## src/rtl/lake_arb_pkg.sv

```systemverilog
// Shared types and constants for the lake memory arbiter and its read response buffers.
package lake_arb_pkg;

  typedef enum logic {
    ARB_RR    = 1'b0,
    ARB_FIXED = 1'b1
  } arb_mode_t;

  localparam int RESP_DEPTH = 2;

endpackage

```

## src/rtl/lake_resp_fifo.sv

```systemverilog
// Per-read-port response buffer: small FIFO holding SRAM read data until the requester accepts it.
module lake_resp_fifo
  import lake_arb_pkg::*;
#(
  parameter  int DATA_WIDTH = 16,
  localparam int CNT_W      = $clog2(RESP_DEPTH + 1)
) (
  input  logic                  clk,
  input  logic                  flush,
  input  logic                  push,
  input  logic [DATA_WIDTH-1:0] push_data,
  input  logic                  out_ready,
  output logic                  out_valid,
  output logic [DATA_WIDTH-1:0] out_data,
  output logic [CNT_W-1:0]      occ
);

  localparam int PTR_W = (RESP_DEPTH > 1) ? $clog2(RESP_DEPTH) : 1;

  logic [DATA_WIDTH-1:0] mem_q [RESP_DEPTH];
  logic [PTR_W-1:0]      wr_ptr;
  logic [PTR_W-1:0]      rd_ptr;
  logic [CNT_W-1:0]      count;
  logic                  pop;

  function automatic logic [PTR_W-1:0] next_ptr(input logic [PTR_W-1:0] ptr);
    return (ptr == PTR_W'(RESP_DEPTH - 1)) ? '0 : ptr + 1'b1;
  endfunction

  // Valid is masked during flush so nothing can be consumed while the buffer is being cleared.
  assign out_valid = (count != '0) & ~flush;
  assign out_data  = mem_q[rd_ptr];
  assign occ       = count;
  assign pop       = out_valid & out_ready;

  always_ff @(posedge clk) begin
    if (flush) begin
      wr_ptr <= '0;
      rd_ptr <= '0;
      count  <= '0;
    end else begin
      if (push) wr_ptr <= next_ptr(wr_ptr);
      if (pop)  rd_ptr <= next_ptr(rd_ptr);
      case ({push, pop})
        2'b10:   count <= count + 1'b1;
        2'b01:   count <= count - 1'b1;
        default: count <= count;
      endcase
    end
  end

  always_ff @(posedge clk) begin
    if (push) mem_q[wr_ptr] <= push_data;
  end

endmodule

```

## src/rtl/lake_mem_arbiter.sv

```systemverilog
// Arbitrates NUM_W write and NUM_R read requesters onto one single-port SRAM,
// buffering read responses per port so each read port sees in-order data.
module lake_mem_arbiter
  import lake_arb_pkg::*;
#(
  parameter int DATA_WIDTH = 16,
  parameter int ADDR_WIDTH = 9,
  parameter int NUM_W      = 2,
  parameter int NUM_R      = 2
) (
  input  logic                        clk,
  input  logic                        flush,
  input  logic                        cfg_mode,
  input  logic [NUM_W*ADDR_WIDTH-1:0] w_addr,
  input  logic [NUM_W*DATA_WIDTH-1:0] w_data,
  input  logic [NUM_W-1:0]            w_valid,
  output logic [NUM_W-1:0]            w_ready,
  input  logic [NUM_R*ADDR_WIDTH-1:0] r_addr,
  input  logic [NUM_R-1:0]            r_addr_valid,
  output logic [NUM_R-1:0]            r_addr_ready,
  output logic [NUM_R*DATA_WIDTH-1:0] r_data,
  output logic [NUM_R-1:0]            r_data_valid,
  input  logic [NUM_R-1:0]            r_data_ready,
  output logic                        mem_cen,
  output logic                        mem_wen,
  output logic [ADDR_WIDTH-1:0]       mem_addr,
  output logic [DATA_WIDTH-1:0]       mem_wdata,
  input  logic [DATA_WIDTH-1:0]       mem_rdata
);

  localparam int NUM_REQ = NUM_W + NUM_R;
  localparam int IDX_W   = $clog2(NUM_REQ);
  localparam int RP_W    = (NUM_R > 1) ? $clog2(NUM_R) : 1;
  localparam int CNT_W   = $clog2(RESP_DEPTH + 1);

  arb_mode_t         mode;
  logic [IDX_W-1:0]  rr_ptr;
  logic [NUM_REQ-1:0] req;
  logic              gnt_vld;
  logic [IDX_W-1:0]  gnt_idx;
  logic              rd_gnt;
  logic [RP_W-1:0]   rd_port;
  logic [NUM_R-1:0]  r_elig;
  logic [NUM_R-1:0]  r_pop;
  logic [NUM_R-1:0]  r_push;
  logic [CNT_W-1:0]  r_occ [NUM_R];
  logic              inflight_vld_p1;
  logic [RP_W-1:0]   inflight_port_p1;
  int                cand;

  assign mode = arb_mode_t'(cfg_mode);

  // Room check counts the read landing this cycle and credits a same-cycle pop.
  function automatic logic has_room(input logic [CNT_W-1:0] occ_v, input logic infl, input logic pop_v);
    logic [CNT_W:0] lvl;
    lvl = {1'b0, occ_v} + {{CNT_W{1'b0}}, infl} - {{CNT_W{1'b0}}, pop_v};
    return lvl < (CNT_W+1)'(RESP_DEPTH);
  endfunction

  always_comb begin
    r_elig = '0;
    r_push = '0;
    req    = '0;
    for (int j = 0; j < NUM_R; j++) begin
      r_push[j] = inflight_vld_p1 && (inflight_port_p1 == RP_W'(j));
      r_elig[j] = has_room(r_occ[j], r_push[j], r_pop[j]);
    end
    for (int i = 0; i < NUM_W; i++) req[i] = w_valid[i] & ~flush;
    for (int j = 0; j < NUM_R; j++) req[NUM_W + j] = r_addr_valid[j] & r_elig[j] & ~flush;
  end

  assign r_pop = r_data_valid & r_data_ready;

  always_comb begin
    gnt_vld = 1'b0;
    gnt_idx = '0;
    cand    = 0;
    for (int k = 0; k < NUM_REQ; k++) begin
      cand = (mode == ARB_FIXED) ? k : int'(rr_ptr) + k;
      if (cand >= NUM_REQ) cand = cand - NUM_REQ;
      if (!gnt_vld && req[IDX_W'(cand)]) begin
        gnt_vld = 1'b1;
        gnt_idx = IDX_W'(cand);
      end
    end
  end

  always_comb begin
    mem_cen      = 1'b0;
    mem_wen      = 1'b0;
    mem_addr     = '0;
    mem_wdata    = '0;
    w_ready      = '0;
    r_addr_ready = '0;
    rd_gnt       = 1'b0;
    rd_port      = '0;
    for (int i = 0; i < NUM_W; i++) begin
      if (gnt_vld && gnt_idx == IDX_W'(i)) begin
        mem_cen    = 1'b1;
        mem_wen    = 1'b1;
        mem_addr   = w_addr[i*ADDR_WIDTH +: ADDR_WIDTH];
        mem_wdata  = w_data[i*DATA_WIDTH +: DATA_WIDTH];
        w_ready[i] = 1'b1;
      end
    end
    for (int j = 0; j < NUM_R; j++) begin
      if (gnt_vld && gnt_idx == IDX_W'(NUM_W + j)) begin
        mem_cen         = 1'b1;
        mem_addr        = r_addr[j*ADDR_WIDTH +: ADDR_WIDTH];
        r_addr_ready[j] = 1'b1;
        rd_gnt          = 1'b1;
        rd_port         = RP_W'(j);
      end
    end
  end

  // p0 -> p1: grant cycle to SRAM data-return cycle
  always_ff @(posedge clk) begin
    if (flush) begin
      rr_ptr          <= '0;
      inflight_vld_p1 <= 1'b0;
    end else begin
      inflight_vld_p1 <= rd_gnt;
      if (gnt_vld && mode == ARB_RR)
        rr_ptr <= (gnt_idx == IDX_W'(NUM_REQ - 1)) ? '0 : gnt_idx + 1'b1;
    end
  end

  always_ff @(posedge clk) begin
    if (rd_gnt) inflight_port_p1 <= rd_port;
  end

  for (genvar j = 0; j < NUM_R; j++) begin : g_resp
    lake_resp_fifo #(
      .DATA_WIDTH (DATA_WIDTH)
    ) u_fifo (
      .clk       (clk),
      .flush     (flush),
      .push      (r_push[j]),
      .push_data (mem_rdata),
      .out_ready (r_data_ready[j]),
      .out_valid (r_data_valid[j]),
      .out_data  (r_data[j*DATA_WIDTH +: DATA_WIDTH]),
      .occ       (r_occ[j])
    );
  end

endmodule

```

## config.mk

```make
export PLATFORM = sky130hd
export DESIGN_NAME = lake_mem_arbiter
export DESIGN_NICKNAME = d
export VERILOG_FILES = /design/src/rtl/lake_arb_pkg.sv /design/src/rtl/lake_resp_fifo.sv /design/src/rtl/lake_mem_arbiter.sv
export SDC_FILE = /design/constraint.sdc
export NUM_CORES = 1
export LEC_CHECK = 0
export CAP_MARGIN = 40
export CELL_PAD_IN_SITES_DETAIL_PLACEMENT = 1
export CELL_PAD_IN_SITES_GLOBAL_PLACEMENT = 1
export CORE_MARGIN = 4
export CORE_UTILIZATION = 30
export DETAILED_ROUTE_END_ITERATION = 6
export HOLD_SLACK_MARGIN = 0.12
export PLACE_DENSITY = 0.72
export SYNTH_ARGS = -nofsm -noshare
export SYNTH_HDL_FRONTEND = slang
export SYNTH_SLANG_ARGS = --single-unit
export TNS_END_PERCENT = 5
```

## constraint.sdc

```tcl
create_clock -name clk -period 11.5 [get_ports clk]
set_input_delay 2.3 -clock clk [delete_from_list [all_inputs] [get_ports clk]]
set_output_delay 2.3 -clock clk [all_outputs]
set_load 0.02 [all_outputs]
```

==> impl_metrics.env <==
export IMPL_netSwitchingPower_w=0.000269
export IMPL_die_area_sq_um=14600
export IMPL_syn_num_nets=417
export IMPL_yosys_area_top_type="edfxtp_1"
export IMPL_drt_pass1_iterations=4
export IMPL_yosysWarnings=0
export IMPL_clkPwrFrac=0.326
export IMPL_worst_path_max_delay_cell="clkdlybuf4s50_1"
export IMPL_path_max_fanout=28
export IMPL_combPwrFrac=0.315
export IMPL_hold_start="g_resp[1].u_fifo.rd_ptr$_SDFFE_PP0P_"
export IMPL_max_clock_freq_mhz=101
export IMPL_wl_per_cell_microns=17.9
export IMPL_crit_end="mem_addr[5]"
export IMPL_report_final_slew_viol_count=0
export IMPL_syn_area_sq_um=3830
export IMPL_period_share=0.862
export IMPL_chipHeight_microns=121
export IMPL_drtAntennaViolNets=0
export IMPL_antenna_found_initial=0
export IMPL_yosys_most_used_dff="edfxtp_1"
export IMPL_crit_reg2reg_capture="inflight_port_p1$_DFFE_PP_"
export IMPL_fin_setup_tns_ns=0
export IMPL_drt_iter0_drc=194
export IMPL_seq_area_frac_synth=0.578
export IMPL_start_kind="primary input"
export IMPL_status="finished, final reports clean"
export IMPL_io_buffer_count=157
export IMPL_cts_resized=0
export IMPL_timing_final_ws_setup_ns=1.59
export IMPL_grt_max_degree=31
export IMPL_cp_end_kind="primary output"
export IMPL_setup_viol=0
export IMPL_cts_root_buf="clkbuf_16"
export IMPL_grt_pass1_wl_mm=18.4
export IMPL_routed_wl_mm=11.5
export IMPL_gp_congestion=0.847
export IMPL_antenna_cells=0
export IMPL_powerDensity_nw_per_um2=155
export IMPL_p_seq_frac=0.359
export IMPL_yosys_cell_types_count=43
export IMPL_max_cap_viol_count=0
export IMPL_cp_required_ns=9.20
export IMPL_hpwl_mm=8.95
export IMPL_drc_errors=0
export IMPL_viasPerCell=4.84
export IMPL_layout_nets=572
export IMPL_ys_async_sr_fraction=0
export IMPL_fin_crit_ns=9.91
export IMPL_synth_top_area_frac=0.510
export IMPL_ys_top_cells_by_area="edfxtp_1 (51%), mux2_2 (9.4%), dfxtp_1 (6.8%)"
export IMPL_path_clk_slew_ns=0.06
export IMPL_path_cells="clkdlybuf4s50_1 > nor2_1 > and2_1 > ha_1 > nand2b_1 > fa_1 > xor2_1 > nor3_2 > o21ai_0 > o211ai_2 > o211ai_1 > ha_1 > buf_4 > nor2b_1 > a221oi_1 > nor3_1 > a21oi_1 > nor2_1 > clkdlybuf4s50_1"
export IMPL_crit_start="flush"
export IMPL_cts_max_level=3
export IMPL_p_leak_nw=2.06
export IMPL_initial_core_util=0.312
export IMPL_cts_buffers=9
export IMPL_rsz0062_at_grt="false"
export IMPL_yosys_register_bits=78
export IMPL_worstSetupPathType="primary input to primary output"
export IMPL_vias=3108
export IMPL_relSlewSlack=0.536
export IMPL_ir_drop_mv=0.0795
export IMPL_drive_above_1_share=0.139
export IMPL_ioPinCount=158
export IMPL_clkLatencyLatePin_ns=0.33
export IMPL_grt_total_usage=0.162
export IMPL_rrSetupSlack_ns=7.42
export IMPL_intPower_w=0.000657
export IMPL_rows=40
export IMPL_fin_util=0.486
export IMPL_numClockSinks=78
export IMPL_cp_slowest_stage_delay_ns=0.66
export IMPL_place_ws_ns=1.56
export IMPL_cp_arrival_ns=7.61
export IMPL_postSynthAreaPerCell_sq_um=12.2
export IMPL_grt_pass1_vias=3450
export IMPL_clock_skew_ns=0.00556
export IMPL_fill_cells=1290
export IMPL_grt_remaining_overflow=0
export IMPL_ff2ff_path_depth=14
export IMPL_core_sq_um=12300
export IMPL_rr_startpoint="g_resp[0].u_fifo.occ[1]$_SDFFE_PP0N_"
export IMPL_final_cells=642
export IMPL_worst_pin_slew_ns=0.696
export IMPL_syn_to_final_growth_pct=55.6
export IMPL_min_path_type="register to register"
export IMPL_cts_tree="done"
export IMPL_swShare=0.291
export IMPL_synth_edf_count=65
export IMPL_numPlacedInstances=626
export IMPL_hold_buffers=0
export IMPL_hold_violations=0
export IMPL_clockBufferDepth=2
export IMPL_holdWs_ns=0.538
export IMPL_chipWidth_microns=121
export IMPL_cts_setup_buffers=0
export IMPL_synth_cells=314
==> cells in the final DEF (no fill, tap or decap), drive strengths merged, types with 3 or more instances in the layout <==
| master | instances |
|---|---|
| xnor2 | 5 |
| nor2 | 47 |
| clkbuf | 10 |
| mux2 | 32 |
| nand3 | 3 |
| nand2b | 3 |
| nor3 | 12 |
| buf | 10 |
| clkdlybuf4s50 | 157 |
| xor2 | 5 |
| inv | 8 |
| nor2b | 11 |
| a22oi | 16 |
| ha | 8 |
| o21ai | 6 |
| or3 | 3 |
| and2 | 6 |
| edfxtp | 65 |
| a221oi | 9 |
| a21oi | 16 |
| dfxtp | 13 |
| nand2 | 5 |
==> cells by family after synthesis <==
family | count (synthesis) | synth area share
DFF | 78 | 0.578
AOI/OAI and AO/OA | 57 | 0.104
muxes | 34 | 0.0994
adders and majority gates | 11 | 0.0392
xor gates and xnor gates | 10 | 0.0229
and+or+nand+nor | 95 | 0.123
buffers and inverters | 29 | 0.0334
==> synthesized netlist by cell type (8+ instances only) <==
cell type / number
a21oi_1: 16
a221oi_1: 9
a22oi_1: 16
clkbuf_1: 12
dfxtp_1: 13
edfxtp_1: 65
ha_1: 8
mux2_2: 32
nor2_1: 47
nor2b_1: 11
nor3_1: 9
==> sequential cells by signal (all words and copies together) (netlist names), named ones only <==
| name | flops |
|---|---|
| g_resp.u_fifo.mem_q | 64 |
| inflight_vld_p1 | 1 |
| rr_ptr | 2 |
| g_resp.u_fifo.wr_ptr | 2 |
| inflight_port_p1 | 1 |
| g_resp.u_fifo.occ | 4 |
| g_resp.u_fifo.rd_ptr | 2 |
==> stage by stage <==
step                      power (W)  area [sq um]
after floorplan            0.000494          3830
after global placement     0.000625          5540
after detailed placement   0.000633          5630
after CTS                  0.000940          5950
after global routing       0.000975          5950
final                      0.000926          5950
==> how the worst min path moves through the flow <==
stage | slack, ns | endpoint | cells after the start
after global routing | 0.59 | g_resp[0].u_fifo.rd_ptr$_SDFFE_PP0P_ | 2
final | 0.54 | g_resp[1].u_fifo.rd_ptr$_SDFFE_PP0P_ | 2
after detailed placement | 0.53 | g_resp[1].u_fifo.rd_ptr$_SDFFE_PP0P_ | 2
after CTS | 0.54 | g_resp[0].u_fifo.rd_ptr$_SDFFE_PP0P_ | 2
after floorplan | 0.48 | register | 2
after global placement | 0.50 | g_resp[1].u_fifo.rd_ptr$_SDFFE_PP0P_ | 2
==> power by group through the flow <==
stage	Sequential [W]	Combinational [W]	Clock, W
2_1_floorplan	0.000334	0.000160	0
6_report	0.000333	0.000292	0.000301
3_5_place_dp	0.000339	0.000294	0
5_1_grt	0.000334	0.000318	0.000323
4_1_cts	0.000333	0.000296	0.000311
3_3_place_gp	0.000340	0.000284	0
==> layout make-up <==
class / instances / area (sq um) / share of cell area
clock inverters: 6 / 93.8 / 0.0158
flip-flops and latches: 78 / 2210 / 0.372
clock buffers: 10 / 229 / 0.0385
inverters: 6 / 22.5 / 0.00378
repair buffers: 167 / 1690 / 0.284
well taps: 168 / 210 / 0.0353
multi-input cells: 207 / 1490 / 0.251
==> critical path: cells and delay by family <==
family | cells | cell delay (ns)
adder cells (fa/ha/maj) | 3 | 0.96
buffers and inverters | 3 | 1.51
AND/OR/NAND/NOR | 7 | 1.80
XOR/XNOR | 1 | 0.16
AO/OA/AOI/OAI | 5 | 0.87
==> routing by layer <==
layer	routed length, microns	share of wire	GRT usage
met1	4400	0.38	0.179
met2	5670	0.49	0.275
met3	1230	0.11	0.0765
met4	214	0.019	0.0503
met5	0	0	0
Power figures use the tool's default switching activity.
